$ cat src/rtl/alu_muldiv_seq_if.sv
// alu_muldiv_seq_if: handshake and operand/result bundle for the sequential mul/div unit.
//   master: issues operations (in_valid, SrcA, SrcB, Operation, flush, out_ready)
//           and observes in_ready, out_valid, ALUResult, busy.
//   slave : the mul/div unit itself.
interface alu_muldiv_seq_if #(
  parameter int DATA_WIDTH    = 32,
  parameter int OPCODE_LENGTH = 4
);
  logic                     in_valid;
  logic                     in_ready;
  logic [DATA_WIDTH-1:0]    SrcA;
  logic [DATA_WIDTH-1:0]    SrcB;
  logic [OPCODE_LENGTH-1:0] Operation;
  logic                     flush;
  logic                     out_valid;
  logic                     out_ready;
  logic [DATA_WIDTH-1:0]    ALUResult;
  logic                     busy;

  modport master (
    output in_valid, SrcA, SrcB, Operation, flush, out_ready,
    input  in_ready, out_valid, ALUResult, busy
  );

  modport slave (
    input  in_valid, SrcA, SrcB, Operation, flush, out_ready,
    output in_ready, out_valid, ALUResult, busy
  );
endinterface

$ cat src/rtl/alu_muldiv_seq.sv
// alu_muldiv_seq: multi-cycle RV32M multiply/divide unit, radix-2 (one bit per cycle).
// Ports:
//   clk   - rising-edge clock
//   reset - asynchronous active-high reset
//   bus   - alu_muldiv_seq_if.slave: in_valid/in_ready, SrcA, SrcB, Operation, flush,
//           out_valid/out_ready, ALUResult (registered), busy (CALC or DONE)
// Opcodes: 0 MUL, 1 MULH, 2 MULHSU, 3 MULHU, 4 DIV, 5 DIVU, 6 REM, 7 REMU, 1xxx -> 0.
// Optional macro MULDIV_FAST_MUL_EN: multiplies complete in one cycle via a full-width
// multiplier; when undefined every multiply is iterative and no multiplier is inferred.
module alu_muldiv_seq #(
  parameter int DATA_WIDTH    = 32,
  parameter int OPCODE_LENGTH = 4
) (
  input logic            clk,
  input logic            reset,
  alu_muldiv_seq_if.slave bus
);
  localparam int W  = DATA_WIDTH;
  localparam int CW = $clog2(DATA_WIDTH);

  localparam logic [1:0] IDLE = 2'd0;
  localparam logic [1:0] CALC = 2'd1;
  localparam logic [1:0] DONE = 2'd2;

  localparam logic [W-1:0] MOST_NEG = {1'b1, {(W-1){1'b0}}};

  logic [1:0]    state_q;
  logic [2:0]    op_q;
  logic          neg_q;     // result sign recorded at accept
  logic [W-1:0]  b_q;       // |multiplicand| or |divisor|
  logic [W-1:0]  hi_q;      // product high half / partial remainder
  logic [W-1:0]  lo_q;      // multiplier bits / dividend bits, becomes product low / quotient
  logic [CW-1:0] cnt_q;
  logic [W-1:0]  result_q;

  // ---------------- operand decode (IDLE) ----------------
  logic [OPCODE_LENGTH-1:0] op_in;
  logic a_signed, b_signed, sa, sb, in_neg;
  logic invalid, div_zero, ovf;
  logic [W-1:0] mag_a, mag_b;

  assign op_in    = bus.Operation;
  assign invalid  = |op_in[OPCODE_LENGTH-1:3];
  assign a_signed = (op_in[2:0] == 3'b001) || (op_in[2:0] == 3'b010) ||
                    (op_in[2:0] == 3'b100) || (op_in[2:0] == 3'b110);
  assign b_signed = (op_in[2:0] == 3'b001) || (op_in[2:0] == 3'b100) ||
                    (op_in[2:0] == 3'b110);
  assign sa       = a_signed & bus.SrcA[W-1];
  assign sb       = b_signed & bus.SrcB[W-1];
  assign mag_a    = sa ? -bus.SrcA : bus.SrcA;
  assign mag_b    = sb ? -bus.SrcB : bus.SrcB;
  assign div_zero = op_in[2] && (bus.SrcB == '0);
  assign ovf      = op_in[2] && !op_in[0] && (bus.SrcA == MOST_NEG) && (&bus.SrcB);

  // Product/quotient follows both signs; MULHSU and remainders follow the first operand.
  always_comb begin
    in_neg = 1'b0;
    case (op_in[2:0])
      3'b001, 3'b100: in_neg = sa ^ sb;
      3'b010, 3'b110: in_neg = sa;
      default:        in_neg = 1'b0;
    endcase
  end

`ifdef MULDIV_FAST_MUL_EN
  logic [2*W-1:0] fm_full, fm_fix;
  assign fm_full = mag_a * mag_b;
  assign fm_fix  = in_neg ? -fm_full : fm_full;
`endif

  // Cases finished without iterating: result is loaded on the accepting edge.
  logic         fast_hit;
  logic [W-1:0] fast_res;
  always_comb begin
    fast_hit = 1'b1;
    fast_res = '0;
    if (invalid)       fast_res = '0;
    else if (div_zero) fast_res = op_in[1] ? bus.SrcA : '1;
    else if (ovf)      fast_res = op_in[1] ? '0 : MOST_NEG;
`ifdef MULDIV_FAST_MUL_EN
    else if (!op_in[2]) fast_res = (op_in[1:0] == 2'b00) ? fm_fix[W-1:0] : fm_fix[2*W-1:W];
`endif
    else               fast_hit = 1'b0;
  end

  // ---------------- iterative step (CALC) ----------------
  logic [W:0]   mul_sum, div_diff;
  logic [W-1:0] step_hi, step_lo;

  assign mul_sum  = {1'b0, hi_q} + (lo_q[0] ? {1'b0, b_q} : '0);
  assign div_diff = {hi_q, lo_q[W-1]} - {1'b0, b_q};

  always_comb begin
    if (op_q[2]) begin
      // Restoring divide: keep the shifted remainder when the trial subtract borrows.
      step_hi = div_diff[W] ? {hi_q[W-2:0], lo_q[W-1]} : div_diff[W-1:0];
      step_lo = {lo_q[W-2:0], ~div_diff[W]};
    end else begin
      step_hi = mul_sum[W:1];
      step_lo = {mul_sum[0], lo_q[W-1:1]};
    end
  end

  // Sign fix-up and half selection applied to the value produced by the last step.
  logic [2*W-1:0] prod, prod_fix;
  logic [W-1:0]   quot_fix, rem_fix, final_res;
  assign prod     = {step_hi, step_lo};
  assign prod_fix = neg_q ? -prod : prod;
  assign quot_fix = neg_q ? -step_lo : step_lo;
  assign rem_fix  = neg_q ? -step_hi : step_hi;

  always_comb begin
    final_res = '0;
    case (op_q)
      3'b000:                 final_res = prod_fix[W-1:0];
      3'b001, 3'b010, 3'b011: final_res = prod_fix[2*W-1:W];
      3'b100, 3'b101:         final_res = quot_fix;
      default:                final_res = rem_fix;
    endcase
  end

  // ---------------- state ----------------
  always_ff @(posedge clk or posedge reset) begin
    if (reset) begin
      state_q  <= IDLE;
      op_q     <= '0;
      neg_q    <= 1'b0;
      b_q      <= '0;
      hi_q     <= '0;
      lo_q     <= '0;
      cnt_q    <= '0;
      result_q <= '0;
    end else if (bus.flush) begin
      state_q <= IDLE;
    end else begin
      case (state_q)
        IDLE: begin
          if (bus.in_valid) begin
            op_q  <= op_in[2:0];
            neg_q <= in_neg;
            b_q   <= mag_b;
            lo_q  <= mag_a;
            hi_q  <= '0;
            cnt_q <= CW'(W - 1);
            if (fast_hit) begin
              result_q <= fast_res;
              state_q  <= DONE;
            end else begin
              state_q <= CALC;
            end
          end
        end
        CALC: begin
          hi_q  <= step_hi;
          lo_q  <= step_lo;
          cnt_q <= cnt_q - 1'b1;
          if (cnt_q == '0) begin
            result_q <= final_res;
            state_q  <= DONE;
          end
        end
        DONE: begin
          if (bus.out_ready) state_q <= IDLE;
        end
        default: state_q <= IDLE;
      endcase
    end
  end

  assign bus.in_ready  = (state_q == IDLE);
  assign bus.out_valid = (state_q == DONE);
  assign bus.busy      = (state_q != IDLE);
  assign bus.ALUResult = result_q;
endmodule

$ cat src/flat_wrapper.sv
// flat-port wrapper written by rule: the top's interface ports become plain ports
module alu_muldiv_seq_flat 
#(
  parameter int DATA_WIDTH    = 32,
  parameter int OPCODE_LENGTH = 4
)
  (clk, reset, bus_in_valid, bus_SrcA, bus_SrcB, bus_Operation, bus_flush, bus_out_ready, bus_in_ready, bus_out_valid, bus_ALUResult, bus_busy);
  alu_muldiv_seq_if #(.DATA_WIDTH(DATA_WIDTH), .OPCODE_LENGTH(OPCODE_LENGTH)) bus_i ();
  input logic clk;
  input logic reset;
  input wire logic [$bits(bus_i.in_valid)-1:0] bus_in_valid;
  input wire logic [$bits(bus_i.SrcA)-1:0] bus_SrcA;
  input wire logic [$bits(bus_i.SrcB)-1:0] bus_SrcB;
  input wire logic [$bits(bus_i.Operation)-1:0] bus_Operation;
  input wire logic [$bits(bus_i.flush)-1:0] bus_flush;
  input wire logic [$bits(bus_i.out_ready)-1:0] bus_out_ready;
  output wire logic [$bits(bus_i.in_ready)-1:0] bus_in_ready;
  output wire logic [$bits(bus_i.out_valid)-1:0] bus_out_valid;
  output wire logic [$bits(bus_i.ALUResult)-1:0] bus_ALUResult;
  output wire logic [$bits(bus_i.busy)-1:0] bus_busy;
  assign bus_i.in_valid = bus_in_valid;
  assign bus_i.SrcA = bus_SrcA;
  assign bus_i.SrcB = bus_SrcB;
  assign bus_i.Operation = bus_Operation;
  assign bus_i.flush = bus_flush;
  assign bus_i.out_ready = bus_out_ready;
  assign bus_in_ready = bus_i.in_ready;
  assign bus_out_valid = bus_i.out_valid;
  assign bus_ALUResult = bus_i.ALUResult;
  assign bus_busy = bus_i.busy;
  alu_muldiv_seq #(.DATA_WIDTH(DATA_WIDTH), .OPCODE_LENGTH(OPCODE_LENGTH)) u_core (.clk(clk), .reset(reset), .bus(bus_i));
endmodule
$ cat config.mk
export PLATFORM = sky130hd
export DESIGN_NAME = alu_muldiv_seq_flat
export DESIGN_NICKNAME = d
export VERILOG_FILES = /design/src/rtl/alu_muldiv_seq_if.sv /design/src/rtl/alu_muldiv_seq.sv /design/src/flat_wrapper.sv
export SDC_FILE = /design/constraint.sdc
export NUM_CORES = 1
export LEC_CHECK = 0
export BUFFER_PORTS_ARGS = -buffer_cell sky130_fd_sc_hd__buf_2
export CAP_MARGIN = 30
export CELL_PAD_IN_SITES_DETAIL_PLACEMENT = 0
export CELL_PAD_IN_SITES_GLOBAL_PLACEMENT = 1
export CORE_UTILIZATION = 35
export CTS_CLUSTER_DIAMETER = 40
export CTS_CLUSTER_SIZE = 40
export DETAILED_ROUTE_END_ITERATION = 16
export MAX_ROUTING_LAYER = met4
export PLACE_DENSITY = 0.75
export SETUP_SLACK_MARGIN = 0.3
export SYNTH_ARGS = -nofsm -noshare
export SYNTH_HDL_FRONTEND = slang
export SYNTH_SLANG_ARGS = --single-unit
export TNS_END_PERCENT = 10
$ cat constraint.sdc
create_clock -name clk -period 8.69 [get_ports clk]
set_clock_uncertainty 0.1 [all_clocks]
set_input_delay 1.3035 -clock clk [delete_from_list [all_inputs] [get_ports clk]]
set_output_delay 1.3035 -clock clk [all_outputs]
set_load 0.03 [all_outputs]
Word-level counts from Yosys, hierarchy flattened:

Index checks and enable logic that the tools add are counted.
W data, S select, Z words.

* add/subtract/negate cells: 8
* $mul: 0
* div/mod/pow operators: 0
* magnitude comparators: 0
* equality and inequality tests: 18
* shifts and indexed selects: 0
* muxes and demuxes: 35
* bitwise operators: 5
* reduce and logical (&&, ||, !) cells: 25

Operator list (count)
* $mux W32: 18
* $pmux W32 S2: 3
* $neg A32 Y32: 4
* $pmux W32 S3: 1
* $mux W64: 1
* $neg A64 Y64: 1
* $add A32 B33 Y33: 1
* $sub A33 B32 Y33: 1
* $eq A32 B32 Y1 const B: 1
* $logic_not A32 Y1: 1
* $reduce_and A32 Y1: 1
* $eq A3 B3 Y1 const B: 4
* $mux W2: 5
* $pmux W5 S2: 1
* $eq A3 B2 Y1 const B: 3
* $reduce_and A3 Y1: 3
* $eq A3 B1 Y1 const B: 2
* $ne A3 B3 Y1 const B: 2
* $pmux W2 S3: 1
* $reduce_or A2 Y1: 3
* $logic_not A5 Y1: 1
* $logic_or A1 B1 Y1: 5
* $mux W5: 1
* $reduce_and A5 Y1: 1
* 17 further kinds: 26

* register bits after elaboration: 139
* latch bits: 0
* bits in writable memories: 0
* ROM bits: 0
* input bits: 73
* output and inout bits: 35
* logic and storage cells: 99
* memories kept: 0

Depth between registers and ports, before layout:

Gate-level depths: netlist (run 1).

* word-level depth: 11
* depth in mapped cells: 28
* gate-level depth less buffers: 25

Worst setup path before layout (run 1):

Ideal clock, no wire load.

* kind: reg-to-reg
* from: reg u_core.lo_q[31]
* to: reg u_core.result_q[26], in the netlist u_core.bus.ALUResult[26]
* library setup time: 144 ps
* data arrival time: 5989 ps
* required time: 8446 ps
* slack: 2457 ps
* cell stages (with the launch flop): 27
* buffers on the path: 1
* period minus slack after synthesis: 6233 ps
* path through: dfrtp_1 -> inv_1 -> ha_1 -> inv_1 -> fa_1 -> a211o_1 -> and3_1 -> o211ai_1 -> a21boi_1 -> clkbuf_1 -> o31ai_4 -> nor2_2 -> a21oi_1 -> ha_1 -> nor3b_1 -> o2111ai_1 -> nor3_1 -> nand4_1 -> or3_1 -> or2_2 -> or3_1 -> nor4b_1 -> nand3_1 -> o21ai_1 -> xor2_1 -> a222oi_1 -> o221ai_1

* cells in the longest elaborated chain, start to end: 8

RTL lines
* from (decl): RTL line alu_muldiv_seq.sv:32 `logic [W-1:0] lo_q;`
* from (signal assigned): RTL line alu_muldiv_seq.sv:142 `lo_q <= mag_a;`
* from (signal assigned): RTL line alu_muldiv_seq.sv:155 `lo_q <= step_lo;`
* $sub A33 B32 Y33: RTL line alu_muldiv_seq.sv:91 `assign div_diff = {hi_q, lo_q[W-1]} - {1'b0, b_q};`
* $mux W32 or $not A1 Y1 (tied branches): RTL line alu_muldiv_seq.sv:96, alu_muldiv_seq.sv:97
* $mux W32: RTL line alu_muldiv_seq.sv:94 `if (op_q[2]) begin`
* $neg A64 Y64 (tied with other cells): RTL line alu_muldiv_seq.sv:108 `assign prod_fix = neg_q ? -prod : prod;`
* $mux W64 (tied with other cells): RTL line alu_muldiv_seq.sv:108
* $pmux W32 S3 (*): RTL line alu_muldiv_seq.sv:114 `case (op_q)`
* $mux W32 (*): RTL line alu_muldiv_seq.sv:157 `if (cnt_q == '0) begin`
* $pmux W32 S2 (*): RTL line alu_muldiv_seq.sv:136 `case (state_q)`
* to (signal assigned): RTL line alu_muldiv_seq.sv:146 `result_q <= fast_res;`
* to (signal assigned): RTL line alu_muldiv_seq.sv:158 `result_q <= final_res;`
* to (decl): RTL line alu_muldiv_seq.sv:34 `logic [W-1:0] result_q;`

Mark *: on every way between the ends. The rest lies on a longest branch, timed or not. The select of a mux whose other input is x is not followed.
A chain may end at the register's enable or synchronous reset.

Final worst setup path (run 1):

* from: reg u_core.hi_q[16]
* to: reg u_core.result_q[26], in the netlist u_core.bus.ALUResult[26]

* cells in the longest elaborated chain, start to end: 8

RTL lines
* from (decl): RTL line alu_muldiv_seq.sv:31 `logic [W-1:0] hi_q;`
* from (signal assigned): RTL line alu_muldiv_seq.sv:154 `hi_q <= step_hi;`
* $sub A33 B32 Y33: RTL line alu_muldiv_seq.sv:91
* $mux W32 or $not A1 Y1 (tied branches): RTL line alu_muldiv_seq.sv:96, alu_muldiv_seq.sv:97
* $mux W32: RTL line alu_muldiv_seq.sv:94
* $neg A64 Y64 (tied with other cells): RTL line alu_muldiv_seq.sv:108
* $mux W64 (tied with other cells): RTL line alu_muldiv_seq.sv:108
* $pmux W32 S3 (*): RTL line alu_muldiv_seq.sv:114
* $mux W32 (*): RTL line alu_muldiv_seq.sv:157
* $pmux W32 S2 (*): RTL line alu_muldiv_seq.sv:136

Marked as above.

==> results.py, run 1 <==
metrics = {
    "die": {
        "start_util_pct": 35.4,
        "die_h_um": 213,
        "dieWidth_um": 213,
        "num_rows": 77,
        "core-area_um2": 44100,
        "dieArea_um2": 45500,
        "num_io_pins": 108,
    },
    "placed_design": {
        "dp_cells": 2724,
        "dp_hpwl_um": 51500,
        "place.gp.congestion": 1.01,
        "portBuffers": 107,
    },
    "timing": {
        "tightest_slew_ns": 1.06,
        "final.setup.tns_ns": 0,
        "rsz0062_at_grt": "no",
        "slew_headroom_pct": 28.9,
        "max_freq_mhz": 131,
        "fin_crit_sh_pct": 88.1,
        "period_minus_slack_ns": 7.66,
        "setup_viol": 0,
        "hold_violations": 0,
        "drv_slew": 0,
    },
    "cts": {
        "path_clk_slew_ns": 0.07,
        "ctsResizeCount": 0,
        "clockBufferDepth": 2,
        "cts-hold-fix-buffers": 0,
        "cts_sinks": 139,
        "htreeDepth": 4,
        "numCtsBuffers": 17,
        "clkLatencyLatePin_ns": 0.48,
        "cts_setup_buffers": 0,
        "root_buffer": "clkbuf_16",
        "cts_tree": "done",
    },
    "global_routing": {
        "grt-ovfl-total": 0,
        "grt_pass1_wl_um": 100000,
        "first_global_vias": 15700,
        "grt_max_degree": 87,
        "track_usage_pct": 30.5,
        "grt_antenna_before_repair": 3,
    },
    "finish": {
        "drive_gt1_share_pct": 11.5,
        "stdcell_count": 2757,
        "areaGrowthSynthToFinish_pct": 11.4,
        "fin_nets": 2297,
    },
    "synth": {
        "syn_avg_cell_area_um2": 7.41,
        "ys_seq_elements": 139,
        "synth_edf_count": 0,
        "yosysWarnings": 0,
        "synthCells": 2106,
        "synth_top_area_share_pct": 22.3,
        "ys_top_cells_by_area": "dfrtp_1 22%, o21ai_0 6.7%, xnor2_1 5.9%",
        "synth_ff_type": "dfrtp_1",
        "syn_area_um2": 15600,
        "async_flop_share_pct": 100,
        "yosysUniqueCellTypes": 101,
        "seq_area_frac_synth_pct": 22.3,
        "synth_nets": 2252,
        "yosysTopAreaCell": "dfrtp_1",
    },
    "worst_setup_path": {
        "worstPathArrival_ns": 7.88,
        "critPathMaxStageDelay_ns": 0.55,
        "r2r-start": "u_core.hi_q[16]$_DFFE_PP0P_",
        "cp_max_fo": 14,
        "worstSetupEndpointType": "flop",
        "cp_data_required_time_ns": 8.91,
        "r2r_cells": 22,
        "cpMaxStageDelayCell": "a221o_1",
        "worst-path-stages": 22,
        "critical_path_buf_inv_count": 0,
        "worstPathCellList": "ha_1 -> a21oi_1 -> o21ai_1 -> a2111o_1 -> a221o_1 -> o31ai_4 -> nor2_2 -> a21oi_1 -> ha_1 -> nor3b_1 -> o2111ai_1 -> nor3_1 -> nand4_1 -> or3_1 -> or2_2 -> or3_1 -> nor4b_1 -> nand3_1 -> o21ai_1 -> xor2_1 -> a222oi_1 -> o221ai_1",
        "r2r_slack_ns": 1.03,
        "critical_path.top_delay_family": "compound AO/OA/AOI/OAI gates",
        "r2r-end": "u_core.bus.ALUResult[26]$_DFFE_PP0P_",
        "start_kind": "flop",
        "critPathKind": "reg2reg",
    },
    "power": {
        "power.leakage_nw": 7.27,
        "peakVddDrop_mv": 0.173,
        "p_per_area_nw_per_um2": 306,
    },
    "drt": {
        "viasPerCell": 6.20,
        "wl_per_cell_um": 24.5,
        "route.detailed.drc": 0,
        "vias": 17100,
        "wl_um": 67600,
        "ant_nets": 0,
        "drt_iter0_markers": 1999,
        "first_pass_iters": 6,
    },
    "worst_hold_path": {
        "whs_endpoint": "u_core.b_q[14]$_DFFE_PP0P_",
        "whs_path_depth": 2,
        "worstHoldStart": "u_core.b_q[14]$_DFFE_PP0P_",
        "worstHoldPathType": "reg2reg",
    },
    "job": {
        "drv_cap": 0,
    },
    "run_status": {
        "outcome": "finished, final reports clean",
    },
}
==> worst max-delay path by stage <==
stage / to / from
4_1_cts: u_core.bus.ALUResult[26]$_DFFE_PP0P_ / u_core.hi_q[16]$_DFFE_PP0P_
5_1_grt: u_core.bus.ALUResult[26]$_DFFE_PP0P_ / u_core.hi_q[16]$_DFFE_PP0P_
2_1_floorplan: u_core.bus.ALUResult[26]$_DFFE_PP0P_ / u_core.lo_q[31]$_DFFE_PP0P_
6_report: u_core.bus.ALUResult[26]$_DFFE_PP0P_ / u_core.hi_q[16]$_DFFE_PP0P_
3_3_place_gp: u_core.bus.ALUResult[26]$_DFFE_PP0P_ / u_core.hi_q[16]$_DFFE_PP0P_
3_5_place_dp: u_core.bus.ALUResult[26]$_DFFE_PP0P_ / u_core.hi_q[16]$_DFFE_PP0P_
==> kinds of logic after synthesis <==
logic type	share of synthesized area (%)
buf+inv	4.81
mux	3.10
fa+ha+maj	5.95
compound gates	30.3
xor+xnor	9.99
flops	22.3
simple gates	23.6
==> flip-flops by register name, indices dropped and copies added (netlist names) <==
register	cells
u_core.hi_q	32
u_core.cnt_q	5
u_core.op_q	3
u_core.bus.ALUResult	32
u_core.state_q	2
u_core.b_q	32
u_core.lo_q	32
u_core.neg_q	1
==> report_power, final <==
group          internal [mW]  total (mW)  leakage [nW]  switching, mW
combinational           1.20        3.47          5.22           2.28
clock                  0.462       0.809         0.296          0.347
sequential             0.812        1.03          1.76          0.223
total                   2.47        5.32          7.27           2.85
==> metal layers <==
metal,GRT usage [%],share of wire [%],routed length (um),up-vias
li1,-,-,-,7857
met1,44.0,47,31700,8360
met2,43.8,43,29000,788
met3,3.99,7.8,5300,102
met4,9.21,2.5,1660,0
met5,-,0,0,-
==> cell usage in the layout (no fill, tap or decap), types with 16 or more instances in the layout <==
| cell type | n |
|---|---|
| xnor2_1 | 105 |
| nor4_1 | 18 |
| a21oi_1 | 175 |
| or3_1 | 22 |
| o21a_1 | 21 |
| o211ai_1 | 24 |
| buf_4 | 40 |
| nand4_1 | 33 |
| and3_1 | 18 |
| mux2i_1 | 36 |
| a21o_1 | 28 |
| ha_1 | 71 |
| dfrtp_1 | 137 |
| nand2_1 | 243 |
| inv_1 | 62 |
| o31ai_1 | 28 |
| a22o_1 | 20 |
| xor2_1 | 73 |
| buf_2 | 108 |
| o221ai_1 | 18 |
| clkbuf_16 | 17 |
| nand3_1 | 34 |
| a31oi_1 | 43 |
| o21ai_0 | 207 |
| nor2_1 | 177 |
| nor3_1 | 52 |
| and2_1 | 43 |
| a211oi_1 | 16 |
==> per-stage QoR <==
stage                     total power [mW]  setup slack (ns)  util (%)  instance area (um^2)  hold WS, ns
final                                 5.32              1.03      39.4                 17400        0.400
after global routing                  5.60             0.492      39.4                 17400        0.421
after detailed placement              4.41              1.18      38.0                 16800        0.379
after CTS                             5.23              1.15      39.4                 17400        0.403
after global placement                4.40              1.42      37.9                 16700        0.373
after floorplan                       3.31              2.46         -                 15600        0.364
==> synthesized netlist by cell type, types with 17 or more instances <==
cell type  count
nor3_1        52
inv_1         63
a21oi_1      175
or3_1         22
a21o_1        28
nor4_1        18
nand3_1       34
a211oi_1      17
a31oi_1       43
and2_1        43
clkbuf_1      93
xor2_1        73
o211ai_1      24
o21a_1        21
ha_1          71
dfrtp_1      139
o31ai_1       28
o21ai_0      208
mux2i_1       36
nand4_1       33
o221ai_1      18
and3_1        18
a22o_1        20
nand2_1      243
xnor2_1      105
nor2_1       179
==> final cells by class <==
class	count	area [um^2]
well taps	592	741
multi-input cells	1779	11400
flip-flops and latches	139	3480
inverters	63	241
fillers	4730	26700
clock inverters	13	166
diodes	1	2.50
clock buffers	19	443
repair buffers	151	900
==> tightest hold or removal path, stage by stage (launching register included) <==
cell	delay (ns)
dfrtp_1	0.35
nand2_1	0.05
o21ai_0	0.06
(Power assumes the default switching activity.)
==> run 2, diff against run 1 <==
- PLACE_DENSITY: 0.75 -> not set
- PLACE_DENSITY_LB_ADDON: not set -> 0.1
- clock period: 8.69 -> 6.3 ns (I/O delays scaled with it)
==> results.py, run 2 (synthesis gave the netlist of run 1 again) <==
metrics = {
    "run_status": {
        "outcome": "finished, final reports clean",
    },
    "finish": {
        "finalInstanceArea_um2": 18100,
        "areaGrowthSynthToFinish_pct": 16.1,
        "final_common_cell": "nand2_1",
        "final_core_util_pct": 41.1,
        "fin_nets": 2378,
        "final_cell_mix": "243 x nand2_1, 206 x o21ai_0, 178 x nor2_1",
        "drive_gt1_share_pct": 15.7,
    },
    "cts": {
        "htreeDepth": 4,
        "cts_sinks": 139,
        "cts-hold-fix-buffers": 0,
        "cts_tree": "done",
        "numCtsBuffers": 17,
        "clkLatencyLatePin_ns": 0.47,
        "clockBufferDepth": 2,
        "path_clk_slew_ns": 0.07,
        "root_buffer": "clkbuf_16",
    },
    "global_routing": {
        "grt-ovfl-total": 0,
        "grt_pass1_wl_um": 108000,
        "track_usage_pct": 33.4,
        "grt_max_degree": 87,
        "first_global_vias": 16000,
        "grt_antenna_before_repair": 4,
    },
    "worst_setup_path": {
        "r2r_slack_ns": 0.31,
        "cp_max_fo": 21,
        "critPathKind": "reg2reg",
        "r2r-start": "u_core.hi_q[24]$_DFFE_PP0P_",
        "crit_end": "u_core.bus.ALUResult[27]$_DFFE_PP0P_",
        "r2r_cells": 16,
        "cp_data_required_time_ns": 6.55,
        "r2r-end": "u_core.bus.ALUResult[27]$_DFFE_PP0P_",
        "worstPathArrival_ns": 6.23,
        "startpoint": "u_core.hi_q[24]$_DFFE_PP0P_",
        "worstSetupEndpointType": "flop",
        "start_kind": "flop",
    },
    "worst_hold_path": {
        "worstHoldPathType": "in2async",
    },
    "die": {
        "num_io_pins": 108,
        "num_rows": 77,
        "start_util_pct": 35.4,
        "die_h_um": 213,
        "dieArea_um2": 45500,
        "dieWidth_um": 213,
        "core-area_um2": 44100,
    },
    "timing": {
        "slew_headroom_pct": 23.8,
        "fin_crit_sh_pct": 95.0,
        "final.setup.tns_ns": 0,
        "setup_viol": 0,
        "period_minus_slack_ns": 5.99,
        "tightest_slew_ns": 1.13,
        "hold_violations": 0,
        "max_freq_mhz": 167,
        "drv_slew": 0,
        "hold_ws_ns": 0.311,
        "rsz0062_at_grt": "yes",
    },
    "power": {
        "p_per_area_nw_per_um2": 434,
        "comb_power_share_pct": 68.3,
        "power.total_mw": 7.86,
        "p_sw_share_pct": 53.6,
        "p_int_mw": 3.65,
        "power.leakage_nw": 7.66,
        "peakVddDrop_mv": 0.183,
        "power_switching_mw": 4.21,
        "p_clk_share_pct": 13.8,
        "pwr-share-seq_pct": 17.9,
    },
    "drt": {
        "drt_iter0_markers": 1798,
        "wl_um": 73700,
        "vias": 17300,
        "first_pass_iters": 6,
        "ant_nets": 0,
        "viasPerCell": 6.10,
        "route.detailed.drc": 0,
        "wl_per_cell_um": 26.0,
    },
    "placed_design": {
        "dp_hpwl_um": 57700,
        "place.gp.congestion": 0.986,
        "portBuffers": 107,
        "placed_area_um2": 17300,
    },
    "job": {
        "drv_cap": 0,
    },
}
[run 2: power by group through the flow]
| stage | clock network (mW) | logic, mW | registers [mW] |
|---|---|---|---|
| after floorplan | 0 | 3.13 | 1.43 |
| after global placement | 0 | 5.20 | 1.40 |
| after detailed placement | 0 | 5.16 | 1.41 |
| after CTS | 1.10 | 5.19 | 1.39 |
| after global routing | 1.13 | 5.71 | 1.44 |
| final | 1.08 | 5.37 | 1.41 |
[run 2: metal layers]
metal  GRT usage, %  part of all wire [%]  up-vias
li1               -                     -     8009
met1           48.7                    48     8513
met2           47.3                    42      720
met3           5.75                   7.9       62
met4           7.59                   2.0        0
met5              -                     0        -
[run 2: worst min path at each step]
stage	from	to
4_1_cts	reset	u_core.lo_q[19]$_DFFE_PP0P_
3_5_place_dp	u_core.bus.ALUResult[16]$_DFFE_PP0P_	u_core.bus.ALUResult[16]$_DFFE_PP0P_
3_3_place_gp	u_core.bus.ALUResult[3]$_DFFE_PP0P_	u_core.bus.ALUResult[3]$_DFFE_PP0P_
6_report	reset	u_core.cnt_q[0]$_DFFE_PP0P_
2_1_floorplan	u_core.b_q[10]$_DFFE_PP0P_	u_core.b_q[10]$_DFFE_PP0P_
5_1_grt	reset	u_core.cnt_q[0]$_DFFE_PP0P_
[run 2: critical path, cell delays in order, from the launching register on]
cell,delay (ns)
dfrtp_1,0.41
ha_1,0.34
a21o_1,0.23
a21o_1,0.21
a2111o_1,0.42
buf_4,0.16
a221oi_4,0.48
a21oi_2,0.12
buf_4,0.28
o21ai_1,0.56
o221ai_1,0.25
nor4_2,0.70
nand4_1,0.43
or3b_1,0.54
o31ai_1,0.22
a31oi_1,0.07
o31a_1,0.34
[run 2: cell type report]
class / instances / area, um^2
Clock inverter: 10 / 116
Inverter: 63 / 241
Tap cell: 592 / 741
Sequential cell: 139 / 3480
Timing Repair Buffer: 232 / 1510
Multi-Input combinational cell: 1779 / 11500
Fill cell: 4690 / 26000
Clock buffer: 21 / 480
Antenna cell: 1 / 2.50
[run 2: timing repair]
action                                  in CTS  in global routing
endpoints found under the setup margin       2                 11
gates resized for setup                      0                 27
setup buffers                                2                  7
gates cloned                                 0                  0
pin swaps                                    3                 19
[run 2: through the flow]
step / setup slack (ns) / cells
floorplan: 0.307 / 2106
global placement: 0.286 / 2794
detailed placement: 0.169 / 2796
CTS: 0.317 / 2829
global route: 0.0888 / 2837
finish: 0.315 / 2837
==> run 3, diff against run 2 <==
- REMOVE_ABC_BUFFERS: not set -> 1
==> results.py, run 3 (synthesis gave the netlist of run 1 again) <==
metrics = {
    "run_status": {
        "outcome": "finished, final reports clean",
    },
    "placed_design": {
        "dpl_worst_slack_ns": -0.0685,
        "dp_hpwl_um": 54000,
        "portBuffers": 107,
        "placed_area_um2": 17400,
        "place.gp.congestion": 0.965,
    },
    "worst_setup_path": {
        "cp_max_fo": 5,
        "critical_path.top_delay_family": "simple AND/OR/NAND/NOR gates",
        "start_kind": "flop",
        "worstPathArrival_ns": 6.26,
        "cp_data_required_time_ns": 6.55,
        "cpMaxStageDelayCell": "nor4_1",
        "critical_path_buf_inv_count": 2,
        "critPathMaxStageDelay_ns": 0.51,
        "critPathKind": "reg2reg",
        "worstPathCellList": "ha_1 -> buf_4 -> and4_1 -> nand2_1 -> nor4_1 -> a21bo_2 -> a21oi_2 -> nor2_4 -> a21oi_2 -> ha_2 -> nor3b_4 -> o2111ai_2 -> nor3_2 -> nand4_1 -> or3_1 -> or2_4 -> or3_4 -> nor4b_4 -> buf_4 -> nand3_2 -> o21ai_2 -> xor2_1 -> a222oi_1 -> o221ai_1",
        "worstSetupEndpointType": "flop",
    },
    "die": {
        "die_h_um": 213,
        "num_io_pins": 108,
        "dieArea_um2": 45500,
        "dieWidth_um": 213,
        "num_rows": 77,
        "core-area_um2": 44100,
        "start_util_pct": 35.4,
    },
    "timing": {
        "period_minus_slack_ns": 6.01,
        "fin_crit_sh_pct": 95.4,
        "slew_headroom_pct": 34.4,
        "tightest_slew_ns": 0.984,
        "setup_viol": 0,
        "hold_ws_ns": 0.382,
        "hold_violations": 0,
        "layout_setup_ws_ns": 0.287,
        "final.setup.tns_ns": 0,
        "drv_slew": 0,
        "rsz0062_at_grt": "yes",
        "max_freq_mhz": 166,
    },
    "power": {
        "power.leakage_nw": 7.78,
        "p_per_area_nw_per_um2": 425,
        "peakVddDrop_mv": 0.202,
    },
    "cts": {
        "cts_tree": "done",
        "cts_sinks": 139,
        "cts-hold-fix-buffers": 0,
        "numCtsBuffers": 17,
        "path_clk_slew_ns": 0.07,
        "root_buffer": "clkbuf_16",
        "htreeDepth": 4,
        "clockBufferDepth": 2,
        "clkLatencyLatePin_ns": 0.50,
    },
    "finish": {
        "final_core_util_pct": 41.3,
        "areaGrowthSynthToFinish_pct": 16.8,
        "drive_gt1_share_pct": 15.9,
        "fin_nets": 2396,
        "fill_cells": 4769,
        "final_common_cell": "nand2_1",
        "final_cell_mix": "243 x nand2_1, 205 x o21ai_0, 177 x nor2_1",
        "finalInstanceArea_um2": 18200,
    },
    "worst_hold_path": {
        "worstHoldPathType": "reg2reg",
    },
    "drt": {
        "first_pass_iters": 6,
        "wl_per_cell_um": 24.5,
        "drt_iter0_markers": 1610,
        "vias": 17200,
        "ant_nets": 0,
        "wl_um": 69900,
        "viasPerCell": 6.01,
        "route.detailed.drc": 0,
    },
    "global_routing": {
        "track_usage_pct": 31.9,
        "first_global_vias": 16000,
        "grt_antenna_before_repair": 4,
        "grt-ovfl-total": 0,
        "grt_pass1_wl_um": 103000,
        "grt_max_degree": 81,
    },
    "job": {
        "drv_cap": 0,
    },
}
[run 3: cell count changes in the layout (fill, tap and decap cells not counted), moves of 2 or more]
cell        delta
buf_16         -2
buf_4         +20
bufinv_16      +3
clkbuf_1       +2
clkbuf_8       -2
clkinvlp_4     -4
ha_1           +3
ha_2           -2
inv_1          +2
inv_2          -2
o21ai_1        +3
o21ai_2        -2
[run 3: where the power goes]
group / internal, mW / switching (mW)
sequential: 1.12 / 0.260
clock: 0.721 / 0.454
combinational: 1.90 / 3.30
total: 3.74 / 4.02
[run 3: per-stage QoR]
step	total power [mW]	cells
finish	7.75	2856
detailed placement	6.42	2816
CTS	7.67	2850
global route	8.22	2856
floorplan	4.50	1981
global placement	6.44	2816
[run 3: layer usage]
| metal | track usage [%] | share of wire (%) | vias up |
|---|---|---|---|
| li1 | - | - | 8049 |
| met1 | 45.2 | 48 | 8447 |
| met2 | 46.2 | 44 | 582 |
| met3 | 4.94 | 5.9 | 73 |
| met4 | 9.58 | 2.3 | 0 |
| met5 | - | 0 | - |
[run 3: final timing paths]
path | start | to | slack [ns] | depth (start not counted)
setup / recovery | u_core.hi_q[16]$_DFFE_PP0P_ | u_core.bus.ALUResult[26]$_DFFE_PP0P_ | 0.29 | 24
hold / removal | u_core.bus.ALUResult[2]$_DFFE_PP0P_ | u_core.bus.ALUResult[2]$_DFFE_PP0P_ | 0.38 | 1
setup reg to reg | u_core.hi_q[16]$_DFFE_PP0P_ | u_core.bus.ALUResult[26]$_DFFE_PP0P_ | 0.29 | 24
hold reg to reg | u_core.bus.ALUResult[2]$_DFFE_PP0P_ | u_core.bus.ALUResult[2]$_DFFE_PP0P_ | 0.38 | 1
max in group asynchronous | reset | u_core.hi_q[8]$_DFFE_PP0P_ | 4.27 | 3
min in group asynchronous | reset | u_core.bus.ALUResult[8]$_DFFE_PP0P_ | 0.43 | 2
[run 3: what timing repair did]
item / in CTS / in global routing
pin swaps: 5 / 13
resized for setup: 10 / 10
endpoints found under the setup margin: 6 / 7
setup buffers: 3 / 4
[run 3: layout make-up]
| class | instances | area, um^2 | share of cell area [%] |
|---|---|---|---|
| multi-input combinational | 1779 | 11500 | 63.1 |
| sequential | 139 | 3480 | 19.1 |
| timing repair buffer | 250 | 1610 | 8.83 |
| tap | 592 | 741 | 4.06 |
| clock buffer | 21 | 460 | 2.53 |
| inverter | 63 | 241 | 1.32 |
| clock inverter | 10 | 189 | 1.04 |
| antenna | 2 | 5.00 | 0.0274 |
